--- config.mk ---
export PLATFORM = sky130hd
export DESIGN_NAME = mycpu_store_unit_flat
export DESIGN_NICKNAME = d
export VERILOG_FILES = /design/src/rtl/mycpu_store_unit_if.sv /design/src/rtl/mycpu_store_unit.sv /design/src/flat_wrapper.sv
export SDC_FILE = /design/constraint.sdc
export NUM_CORES = 1
export LEC_CHECK = 0
export ABC_AREA = 1
export BUFFER_PORTS_ARGS = -buffer_cell sky130_fd_sc_hd__buf_4
export CAP_MARGIN = 10
export CORE_ASPECT_RATIO = 0.7
export CORE_MARGIN = 2
export CORE_UTILIZATION = 45
export DETAILED_ROUTE_END_ITERATION = 8
export GPL_TIMING_DRIVEN = 0
export HOLD_SLACK_MARGIN = 0.12
export MAX_ROUTING_LAYER = met4
export PLACE_DENSITY = 0.72
export REMOVE_ABC_BUFFERS = 1
export SLEW_MARGIN = 25
export SYNTH_ARGS = -nofsm -noshare
export SYNTH_HDL_FRONTEND = slang
export SYNTH_SLANG_ARGS = --single-unit
--- constraint.sdc ---
create_clock -name clk -period 5.6 [get_ports clk]
set_input_delay 1.4 -clock clk [delete_from_list [all_inputs] [get_ports clk]]
set_output_delay 1.4 -clock clk [all_outputs]
set_load 0.1 [all_outputs]
--- src/rtl/mycpu_store_unit_if.sv ---
// Data-side SRAM-like write bus between the store unit (master) and memory (slave).
// Carries the request/address/data fields plus the addr_ok/data_ok acknowledgements.
interface mycpu_store_unit_if;
    logic        data_req;
    logic        data_wr;
    logic [1:0]  data_size;
    logic [31:0] data_addr;
    logic [3:0]  data_wstrb;
    logic [31:0] data_wdata;
    logic        data_addr_ok;
    logic        data_data_ok;

    modport master (
        output data_req, data_wr, data_size, data_addr, data_wstrb, data_wdata,
        input  data_addr_ok, data_data_ok
    );

    modport slave (
        input  data_req, data_wr, data_size, data_addr, data_wstrb, data_wdata,
        output data_addr_ok, data_data_ok
    );
endinterface

--- src/rtl/mycpu_store_unit.sv ---
// Store unit: formats sb/sh/sw/swl/swr, queues them and issues writes on the data bus.
// Optional macro STORE_HAZARD_EN adds a load-vs-queued-store word-overlap check (ld_hazard).
module mycpu_store_unit #(
    parameter int unsigned DEPTH     = 2,
    parameter int unsigned MAX_OUTST = 2
) (
    input  logic                     clk,
    input  logic                     reset,
    input  logic                     st_valid,
    output logic                     st_ready,
    input  logic [2:0]               st_mode,
    input  logic [31:0]              st_addr,
    input  logic [31:0]              st_rt,
    output logic                     st_ades,
    mycpu_store_unit_if.master       bus,
    output logic                     st_empty,
    input  logic [31:0]              ld_query_addr,
    output logic                     ld_hazard
);
    localparam int unsigned PtrW = $clog2(DEPTH);
    localparam int unsigned CntW = $clog2(DEPTH + 1);
    localparam int unsigned OstW = $clog2(MAX_OUTST + 1);
    localparam logic [CntW-1:0] DepthC  = CntW'(DEPTH);
    localparam logic [OstW-1:0] MaxOstC = OstW'(MAX_OUTST);

    logic [31:0] addrMem [DEPTH];
    logic [1:0]  sizeMem [DEPTH];
    logic [3:0]  strbMem [DEPTH];
    logic [31:0] dataMem [DEPTH];

    logic [PtrW-1:0] headQ, tailQ;
    logic [CntW-1:0] countQ;
    logic [OstW-1:0] outstQ;

    logic [31:0] fmtAddr, fmtData;
    logic [1:0]  fmtSize;
    logic [3:0]  fmtStrb;
    logic        fifoEmpty, push, pop, dataOk;

    always_comb begin
        st_ades = st_valid & ((st_mode == 3'd1 & st_addr[0]) |
                              (st_mode == 3'd2 & (|st_addr[1:0])) |
                              (st_mode > 3'd4));
    end

    always_comb begin
        fmtAddr = st_addr;
        fmtSize = 2'd2;
        fmtStrb = 4'b1111;
        fmtData = st_rt;
        case (st_mode)
            3'd0: begin
                fmtSize = 2'd0;
                fmtStrb = 4'b0001 << st_addr[1:0];
                fmtData = {4{st_rt[7:0]}};
            end
            3'd1: begin
                fmtSize = 2'd1;
                fmtStrb = st_addr[1] ? 4'b1100 : 4'b0011;
                fmtData = {2{st_rt[15:0]}};
            end
            // swl writes the high bytes of rt into the low lanes up to the addressed byte
            3'd3: begin
                fmtAddr = {st_addr[31:2], 2'b00};
                unique case (st_addr[1:0])
                    2'b00: begin fmtStrb = 4'b0001; fmtData = {24'b0, st_rt[31:24]}; end
                    2'b01: begin fmtStrb = 4'b0011; fmtData = {16'b0, st_rt[31:16]}; end
                    2'b10: begin fmtStrb = 4'b0111; fmtData = {8'b0, st_rt[31:8]}; end
                    2'b11: begin fmtStrb = 4'b1111; fmtData = st_rt; end
                endcase
            end
            3'd4: begin
                fmtAddr = {st_addr[31:2], 2'b00};
                unique case (st_addr[1:0])
                    2'b00: begin fmtStrb = 4'b1111; fmtData = st_rt; end
                    2'b01: begin fmtStrb = 4'b1110; fmtData = {st_rt[23:0], 8'b0}; end
                    2'b10: begin fmtStrb = 4'b1100; fmtData = {st_rt[15:0], 16'b0}; end
                    2'b11: begin fmtStrb = 4'b1000; fmtData = {st_rt[7:0], 24'b0}; end
                endcase
            end
            default: ;
        endcase
    end

    always_comb begin
        fifoEmpty        = (countQ == '0);
        st_ready         = (countQ < DepthC);
        push             = st_valid & st_ready & ~st_ades;
        bus.data_req     = ~fifoEmpty & (outstQ < MaxOstC);
        pop              = bus.data_req & bus.data_addr_ok;
        dataOk           = bus.data_data_ok & (outstQ != '0);
        bus.data_wr      = 1'b1;
        bus.data_addr    = fifoEmpty ? 32'b0 : addrMem[headQ];
        bus.data_size    = fifoEmpty ? 2'b0 : sizeMem[headQ];
        bus.data_wstrb   = fifoEmpty ? 4'b0 : strbMem[headQ];
        bus.data_wdata   = fifoEmpty ? 32'b0 : dataMem[headQ];
        st_empty         = fifoEmpty & (outstQ == '0);
    end

    always_ff @(posedge clk) begin
        if (push) begin
            addrMem[tailQ] <= fmtAddr;
            sizeMem[tailQ] <= fmtSize;
            strbMem[tailQ] <= fmtStrb;
            dataMem[tailQ] <= fmtData;
        end
    end

    always_ff @(posedge clk) begin
        if (reset) begin
            headQ  <= '0;
            tailQ  <= '0;
            countQ <= '0;
            outstQ <= '0;
        end else begin
            if (push) tailQ <= tailQ + 1'b1;
            if (pop)  headQ <= headQ + 1'b1;
            if (push && !pop)      countQ <= countQ + 1'b1;
            else if (!push && pop) countQ <= countQ - 1'b1;
            if (pop && !dataOk)      outstQ <= outstQ + 1'b1;
            else if (!pop && dataOk) outstQ <= outstQ - 1'b1;
        end
    end

`ifdef STORE_HAZARD_EN
    // Only entries still in the FIFO count; issued stores are the memory's problem.
    always_comb begin
        ld_hazard = 1'b0;
        for (int i = 0; i < DEPTH; i++) begin
            if ((CntW'(i) < countQ) &&
                (addrMem[headQ + PtrW'(i)][31:2] == ld_query_addr[31:2])) begin
                ld_hazard = 1'b1;
            end
        end
    end
    logic [1:0] unusedLdLow;
    assign unusedLdLow = ld_query_addr[1:0];
`else
    assign ld_hazard = 1'b0;
    logic unusedLdQuery;
    assign unusedLdQuery = ^ld_query_addr;
`endif
endmodule

--- src/flat_wrapper.sv ---
// flat-port wrapper written by rule: the top's interface ports become plain ports
module mycpu_store_unit_flat 
#(
    parameter int unsigned DEPTH     = 2,
    parameter int unsigned MAX_OUTST = 2
)
  (clk, reset, st_valid, st_ready, st_mode, st_addr, st_rt, st_ades, st_empty, ld_query_addr, ld_hazard, bus_data_req, bus_data_wr, bus_data_size, bus_data_addr, bus_data_wstrb, bus_data_wdata, bus_data_addr_ok, bus_data_data_ok);
  mycpu_store_unit_if bus_i ();
  input  logic clk;
  input  logic reset;
  input  logic st_valid;
  output logic st_ready;
  input  logic [2:0] st_mode;
  input  logic [31:0] st_addr;
  input  logic [31:0] st_rt;
  output logic st_ades;
  output logic st_empty;
  input  logic [31:0] ld_query_addr;
  output logic ld_hazard;
  output wire logic [$bits(bus_i.data_req)-1:0] bus_data_req;
  output wire logic [$bits(bus_i.data_wr)-1:0] bus_data_wr;
  output wire logic [$bits(bus_i.data_size)-1:0] bus_data_size;
  output wire logic [$bits(bus_i.data_addr)-1:0] bus_data_addr;
  output wire logic [$bits(bus_i.data_wstrb)-1:0] bus_data_wstrb;
  output wire logic [$bits(bus_i.data_wdata)-1:0] bus_data_wdata;
  input wire logic [$bits(bus_i.data_addr_ok)-1:0] bus_data_addr_ok;
  input wire logic [$bits(bus_i.data_data_ok)-1:0] bus_data_data_ok;
  assign bus_data_req = bus_i.data_req;
  assign bus_data_wr = bus_i.data_wr;
  assign bus_data_size = bus_i.data_size;
  assign bus_data_addr = bus_i.data_addr;
  assign bus_data_wstrb = bus_i.data_wstrb;
  assign bus_data_wdata = bus_i.data_wdata;
  assign bus_i.data_addr_ok = bus_data_addr_ok;
  assign bus_i.data_data_ok = bus_data_data_ok;
  mycpu_store_unit #(.DEPTH(DEPTH), .MAX_OUTST(MAX_OUTST)) u_core (.clk(clk), .reset(reset), .st_valid(st_valid), .st_ready(st_ready), .st_mode(st_mode), .st_addr(st_addr), .st_rt(st_rt), .st_ades(st_ades), .bus(bus_i), .st_empty(st_empty), .ld_query_addr(ld_query_addr), .ld_hazard(ld_hazard));
endmodule
# Yosys cells after proc, flatten, opt, wreduce, memory -nomap -nowiden
# Memory sizes are Yosys's and may differ from the RTL's. A register that Yosys moved wholly into a read port is not among the register bits.
# Index checks and enable logic that the tools add are counted.
dict set report op_classes {
  n_addsub 6
  magnitude_cmp 3
  n_eq_ne 7
  shift 1
  mux 27
  bitwise 13
  reduce_logical 16
}
# operator count
set op_table {}
lappend op_table {{32-bit one-hot mux with 4 select lines} 3}
lappend op_table {{32-bit 2-to-1 mux} 2}
lappend op_table {{4-bit one-hot mux with 4 select lines} 3}
lappend op_table {{2-bit 2-to-1 mux} 6}
lappend op_table {{1-bit 2-to-1 mux} 10}
lappend op_table {{1-bit bitwise AND} 9}
lappend op_table {{4-bit 2-to-1 mux} 2}
lappend op_table {{3-bit by 2-bit equality test with 1-bit output (second input constant)} 2}
lappend op_table {{2-bit logical NOT} 3}
lappend op_table {{2-bit nonzero test} 3}
lappend op_table {{2-bit by 1-bit adder with 2-bit output (second input constant)} 2}
lappend op_table {{2-bit equality test (second input constant)} 2}
lappend op_table {{1-bit logical AND} 4}
lappend op_table {{2-bit less-than comparator (second input constant)} 2}
lappend op_table {{2-bit one-hot mux with 2 select lines} 1}
lappend op_table {{2-bit OR reduction} 2}
lappend op_table {{1-bit by 2-bit << shifter with 4-bit output (first input constant)} 1}
lappend op_table {{2-bit by 1-bit subtractor with 2-bit output (second input constant)} 2}
lappend op_table {{3-bit by 1-bit equality test with 1-bit output (second input constant)} 1}
lappend op_table {{3-bit equality test (second input constant)} 1}
lappend op_table {{3-bit greater-than comparator (second input constant)} 1}
lappend op_table {{1-bit logical NOT} 3}
lappend op_table {{3-bit logical NOT} 1}
lappend op_table {{1-bit adder (second input constant)} 2}
lappend op_table {{other kinds (3)} 5}
dict set report word_totals {
  regBits 6
  ramBits 140
  in_bits 104
  output_inout_bits 76
  wordCells 81
  mem_count 4
}
# name depth word_bits read_ports rd_clocked_by_memory_dff wr line
set memory_table {}
lappend memory_table {u_core.addrMem 2 32 1 1 1 mycpu_store_unit.sv:26} ;# logic [31:0] addrMem [DEPTH];
lappend memory_table {u_core.dataMem 2 32 1 1 1 mycpu_store_unit.sv:29} ;# logic [31:0] dataMem [DEPTH];
lappend memory_table {u_core.strbMem 2 4 1 1 1 mycpu_store_unit.sv:28} ;# logic [3:0] strbMem [DEPTH];
lappend memory_table {u_core.sizeMem 2 2 1 1 1 mycpu_store_unit.sv:27} ;# logic [1:0] sizeMem [DEPTH];

# Longest topological paths before layout
dict set report logic_depth {
  ltp_word 11
  depth_mapped 11
  mapped_depth_nobuf 11
}

# Least setup slack after synthesis
# Ideal clock, no wire load.
dict set report synth_path {
  path_kind {input -> register}
  start {in st_addr[0]}
  end {mem u_core.addrMem[0][0], enable pin}
  t_arrival_ns 4.805
  required_time_ns 5.101
  slack_ns 0.296
  stages 5
  path_buffers 0
  cell_sequence {nor2_1 > nand2_1 > nand2_1 > nand3_1 > nor2_1}
}
dict set report synth_between {
  elab_chain_len 9
  elab_cells_between_ends 10
  classes_between {mux: 2; bitwise: 7; reduce/logical: 1}
}
# item line
set synth_lines {}
lappend synth_lines {{start, declared} flat_wrapper.sv:14} ;# input logic [31:0] st_addr;
lappend synth_lines {{2-bit OR reduction} mycpu_store_unit.sv:42} ;# (st_mode == 3'd2 & (|st_addr[1:0])) |
lappend synth_lines {{1-bit bitwise AND} mycpu_store_unit.sv:42}
lappend synth_lines {{1-bit OR (*)} mycpu_store_unit.sv:41} ;# st_ades = st_valid & ((st_mode == 3'd1 & st_addr[0]) |
lappend synth_lines {{1-bit OR (*)} mycpu_store_unit.sv:42}
lappend synth_lines {{1-bit bitwise AND (*)} mycpu_store_unit.sv:41}
lappend synth_lines {{1-bit inverter (*)} mycpu_store_unit.sv:88} ;# push = st_valid & st_ready & ~st_ades;
lappend synth_lines {{1-bit bitwise AND (*)} mycpu_store_unit.sv:88}
lappend synth_lines {{1-bit 2-to-1 mux (*)} mycpu_store_unit.sv:101} ;# if (push) begin
lappend synth_lines {{1-bit 2-to-1 mux (not written as such) (*)} mycpu_store_unit.sv:102} ;# addrMem[tailQ] <= fmtAddr;
lappend synth_lines {{end, declared} mycpu_store_unit.sv:26}
# Every way passes the cells marked *; elsewhere a longest branch is shown, timed or not.

# Final worst setup path
dict set report layout_path {
  start {in st_addr[0]}
  end {out st_ades}
}
dict set report layout_between {
  elab_chain_len 5
  elab_cells_between_ends 6
  classes_between {bitwise: 5; reduce/logical: 1}
}
# item line
set layout_lines {}
lappend layout_lines {{2-bit OR reduction} mycpu_store_unit.sv:42}
lappend layout_lines {{1-bit bitwise AND} mycpu_store_unit.sv:42}
lappend layout_lines {{1-bit OR (*)} mycpu_store_unit.sv:41}
lappend layout_lines {{1-bit OR (*)} mycpu_store_unit.sv:42}
lappend layout_lines {{1-bit bitwise AND (*)} mycpu_store_unit.sv:41}
lappend layout_lines {{end, declared} flat_wrapper.sv:16} ;# output logic st_ades;
# Marked as above.

==> PnR_summary.wiki <==
{| class="wikitable"
! Metric !! Value
|-
| Result of the run || completed
|-
| Antenna violations before repair || 0
|-
| Synthesized-area fraction occupied by ao, oa, aoi and oai cells || 8.263%
|-
| Kind of cell with the highest combined delay on the critical path || simple AND/OR/NAND/NOR gates
|-
| Total via count after detailed routing || 5665
|-
| Core outline area || 14860 sq um
|-
| Worst setup slack before clock tree synthesis || 1232 ps
|-
| Async set-or-reset flop fraction in the synthesized netlist || 0%
|-
| Average wire per standard cell || 16.21 microns
|-
| Share of cells above drive strength 1 || 22.38%
|-
| Area share of the leading cell type in the synthesized netlist || 60.75%
|-
| Synthesized area per cell || 9.339 sq um
|-
| CTS Buf Count || 17
|-
| Sinks on Clock Net || 147
|-
| Critical-path cell with the highest stage delay || sky130_fd_sc_hd__nor2_2
|-
| Worst clock skew on the final layout || 7.814 ps
|-
| Number of buffers between clock root and the deepest sink || 2
|-
| Most common library cells after synthesis || 292 x sky130_fd_sc_hd__nand2_1, 140 x sky130_fd_sc_hd__edfxtp_1, 87 x sky130_fd_sc_hd__a21oi_1, 44 x sky130_fd_sc_hd__nand3_1, 36 x sky130_fd_sc_hd__nor2_1
|-
| Number of cell rows || 37
|-
| Post-synthesis cell type count || 29
|-
| Max FO, Critical Path || 13
|-
| Final worst-path cycle share || 72.69%
|-
| Final #Nets || 982
|-
| Clock-pin slew reported for the worst setup and hold paths after clock tree synthesis || 60 ps
|-
| Most frequently used cell type in the post-synthesis netlist || sky130_fd_sc_hd__nand2_1
|-
| Chip width || 152.2 microns
|-
| Area growth from synthesis to final layout || 27.12%
|-
| Post-synthesis share of cell area spent on and, or, nand and nor gates || 23.81%
|-
| Total DRC errors in the routed layout || 0
|-
| Number of optimization iterations in the first detailed-route pass || 6
|-
| CP Data Required Time || 4200 ps
|-
| Setup repair after global routing missed its margin || no
|-
| Quantity of gates resized following cts || 0
|-
| Final antenna diode count || 0
|-
| Filler Cell Count || 1253
|-
| Count of synthesis-stage warnings from yosys || 0
|-
| Share of synthesized cell area in full adder, half adder and majority cells || 0.3616%
|-
| Combined area of all synthesized cells || 6920 sq um
|-
| Count of endpoints failing hold in the final timing report || 0
|-
| Cell breakdown of the critical path || buf_4, nor2_2, nand2_1, nand2_1, a21oi_1, buf_4
|-
| Insertion delay of the later-clocked pin in the worst-skew pair || 420 ps
|-
| Xor-xnor portion of the synthesized cell area || 0.1266%
|-
| Max_slew headroom || 28.89%
|-
| Max-Cap Viols || 0
|-
| Worst slack on hold paths || 504.4 ps
|-
| Routability congestion estimate from global placement || 0.9197
|-
| Cell accounting for the most synthesized area || sky130_fd_sc_hd__edfxtp_1
|-
| Buffers inserted during post-CTS setup optimization || 0
|-
| Startpoint Class || primary input
|-
| EDFF count, synth || 140
|-
| Hold-fix buffers at CTS || 0
|-
| Initial core utilization || 46.57%
|-
| Worst Max-Slew Pin Slew || 1063 ps
|-
| Signal arrival time at the worst endpoint || 2670 ps
|-
| Die Height || 107.8 microns
|-
| Library cell used as clock root buffer || sky130_fd_sc_hd__clkbuf_16
|-
| Kind of end point of the critical path || primary output
|-
| Register Area || 4348 sq um
|-
| Count of input and output buffers || 145
|-
| HP Class || reg2reg
|-
| Fin worst setup slack || 1529 ps
|-
| Achievable frequency || 245.7 MHz
|-
| Combinational family with the most area after synthesis || simple AND/OR/NAND/NOR gates
|-
| Post-synthesis sequential area ratio || 62.77%
|-
| Total routing resource utilization after global routing || 22.20%
|-
| Top cells by area, synth || sky130_fd_sc_hd__edfxtp_1 61%, sky130_fd_sc_hd__nand2_1 16%, sky130_fd_sc_hd__a21oi_1 6.3%, sky130_fd_sc_hd__nand3_1 3.2%, sky130_fd_sc_hd__dfxtp_1 2.0%
|-
| Routed via count divided by cell count || 5.226
|-
| Post-detailed-routing wire length || 17.57 mm
|-
| Final max-slew violation count || 0
|-
| Delay of the slowest cell on the worst path || 570 ps
|-
| Number of DRC markers in iteration 0 || 541
|-
| Overall die area || 16400 sq um
|-
| HPWL Detailed || 11.18 mm
|-
| Number of levels in the clock H-tree || 4
|-
| Most used DFF post-synth || sky130_fd_sc_hd__edfxtp_1
|-
| Final setup violating endpoints || 0
|-
| Synth Instances || 741
|-
| # IOs || 180
|-
| Post-route setup TNS || 0 ps
|-
| Global-route wire length before repair || 26.99 mm
|-
| Number of synthesized register bits || 147
|-
| GRT Residual Overflow || 0
|-
| Vias in the first global route || 5120
|-
| Maximum number of pins on one net before global-route repair || 72
|-
| Critical path type || in2out
|-
| Buf+Inv Stages, Crit Path || 2
|-
| Clock tree from TritonCTS || done
|-
| Fin crit period || 4071 ps
|-
| Area taken by multi-input logic gates || 2271 sq um
|-
| Mux contribution to synthesized area || 0%
|-
| Final ANT Viol Nets || 0
|}
==> final timing paths <==
check,from,to,slack [ps],depth (start not counted)
worst min register to register,u_core.headQ$_SDFFE_PP0P_,flip-flop,500,2
worst max-delay path,st_addr[0],st_ades,1530,6
worst min-delay path,u_core.headQ$_SDFFE_PP0P_,flip-flop,500,2
worst max register to register,u_core.countQ[1]$_SDFFE_PP0P_,u_core.dataMem[0][31]$_DFFE_PP_,3850,5
==> cell families after synthesis <==
group	after synthesis
AND/OR/NAND/NOR	400
adder cells (fa/ha/maj)	2
other	2
buffers and inverters	77
flip-flops	147
XOR/XNOR	1
AO/OA/AOI/OAI	112
==> metrics by stage <==
step	cells	instance area [sq um]	utilization (%)
2_1_floorplan	707	6766	-
3_3_place_gp	1047	8099	54.50
3_5_place_dp	1052	8225	55.35
4_1_cts	1084	8795	59.18
5_1_grt	1084	8797	59.20
6_report	1084	8797	59.20
==> cells in the final DEF, fill, tap and decap left out, types with 2 or more instances in the layout <==
| cell | count |
|---|---|
| sky130_fd_sc_hd__buf_12 | 4 |
| sky130_fd_sc_hd__nand3_1 | 44 |
| sky130_fd_sc_hd__inv_4 | 3 |
| sky130_fd_sc_hd__nor3_1 | 3 |
| sky130_fd_sc_hd__or2_2 | 2 |
| sky130_fd_sc_hd__conb_1 | 2 |
| sky130_fd_sc_hd__a21oi_1 | 87 |
| sky130_fd_sc_hd__clkbuf_16 | 17 |
| sky130_fd_sc_hd__clkinv_2 | 3 |
| sky130_fd_sc_hd__nand3b_1 | 16 |
| sky130_fd_sc_hd__inv_8 | 2 |
| sky130_fd_sc_hd__inv_2 | 4 |
| sky130_fd_sc_hd__nor2_1 | 34 |
| sky130_fd_sc_hd__clkinvlp_4 | 2 |
| sky130_fd_sc_hd__inv_1 | 33 |
| sky130_fd_sc_hd__nor2_2 | 4 |
| sky130_fd_sc_hd__nand2_1 | 292 |
| sky130_fd_sc_hd__clkinv_1 | 3 |
| sky130_fd_sc_hd__o21ai_0 | 21 |
| sky130_fd_sc_hd__buf_4 | 145 |
| sky130_fd_sc_hd__ha_1 | 2 |
| sky130_fd_sc_hd__inv_6 | 6 |
| sky130_fd_sc_hd__dfxtp_1 | 6 |
| sky130_fd_sc_hd__edfxtp_1 | 140 |
==> worst register-to-register path: cells and delay by family, from the launching register on <==
| kind | cells | cell delay (ps) |
|---|---|---|
| DFF | 1 | 310 |
| buffers and inverters | 2 | 400 |
| and+or+nand+nor | 3 | 730 |
==> layer usage <==
metal / vias to the layer above / global-route usage, % / share of wire (%)
met5: - / - / 0
met4: 0 / 6.609 / 1.4
met3: 27 / 6.562 / 11
met2: 285 / 32.50 / 43
met1: 2580 / 30.18 / 44
li1: 2773 / - / -
==> flip-flops by register name (all words and copies together) (netlist names), named ones only <==
register        flops
u_core.addrMem     64
u_core.dataMem     64
u_core.strbMem      8
u_core.sizeMem      4
u_core.countQ       2
u_core.outstQ       2
u_core.headQ        1
u_core.tailQ        1
==> final cells by class <==
| type | instances | share of cell area, % |
|---|---|---|
| clock buffer | 17 | 4.836 |
| clock inverter | 15 | 1.636 |
| inverter | 43 | 1.920 |
| multi-input combinational | 517 | 25.81 |
| sequential | 147 | 49.42 |
| tap | 195 | 2.773 |
| timing repair buffer | 150 | 13.60 |
Power is left out: the tool's default activity adds up to more than one toggle a clock period on the data nets, which glitch-free logic cannot reach.
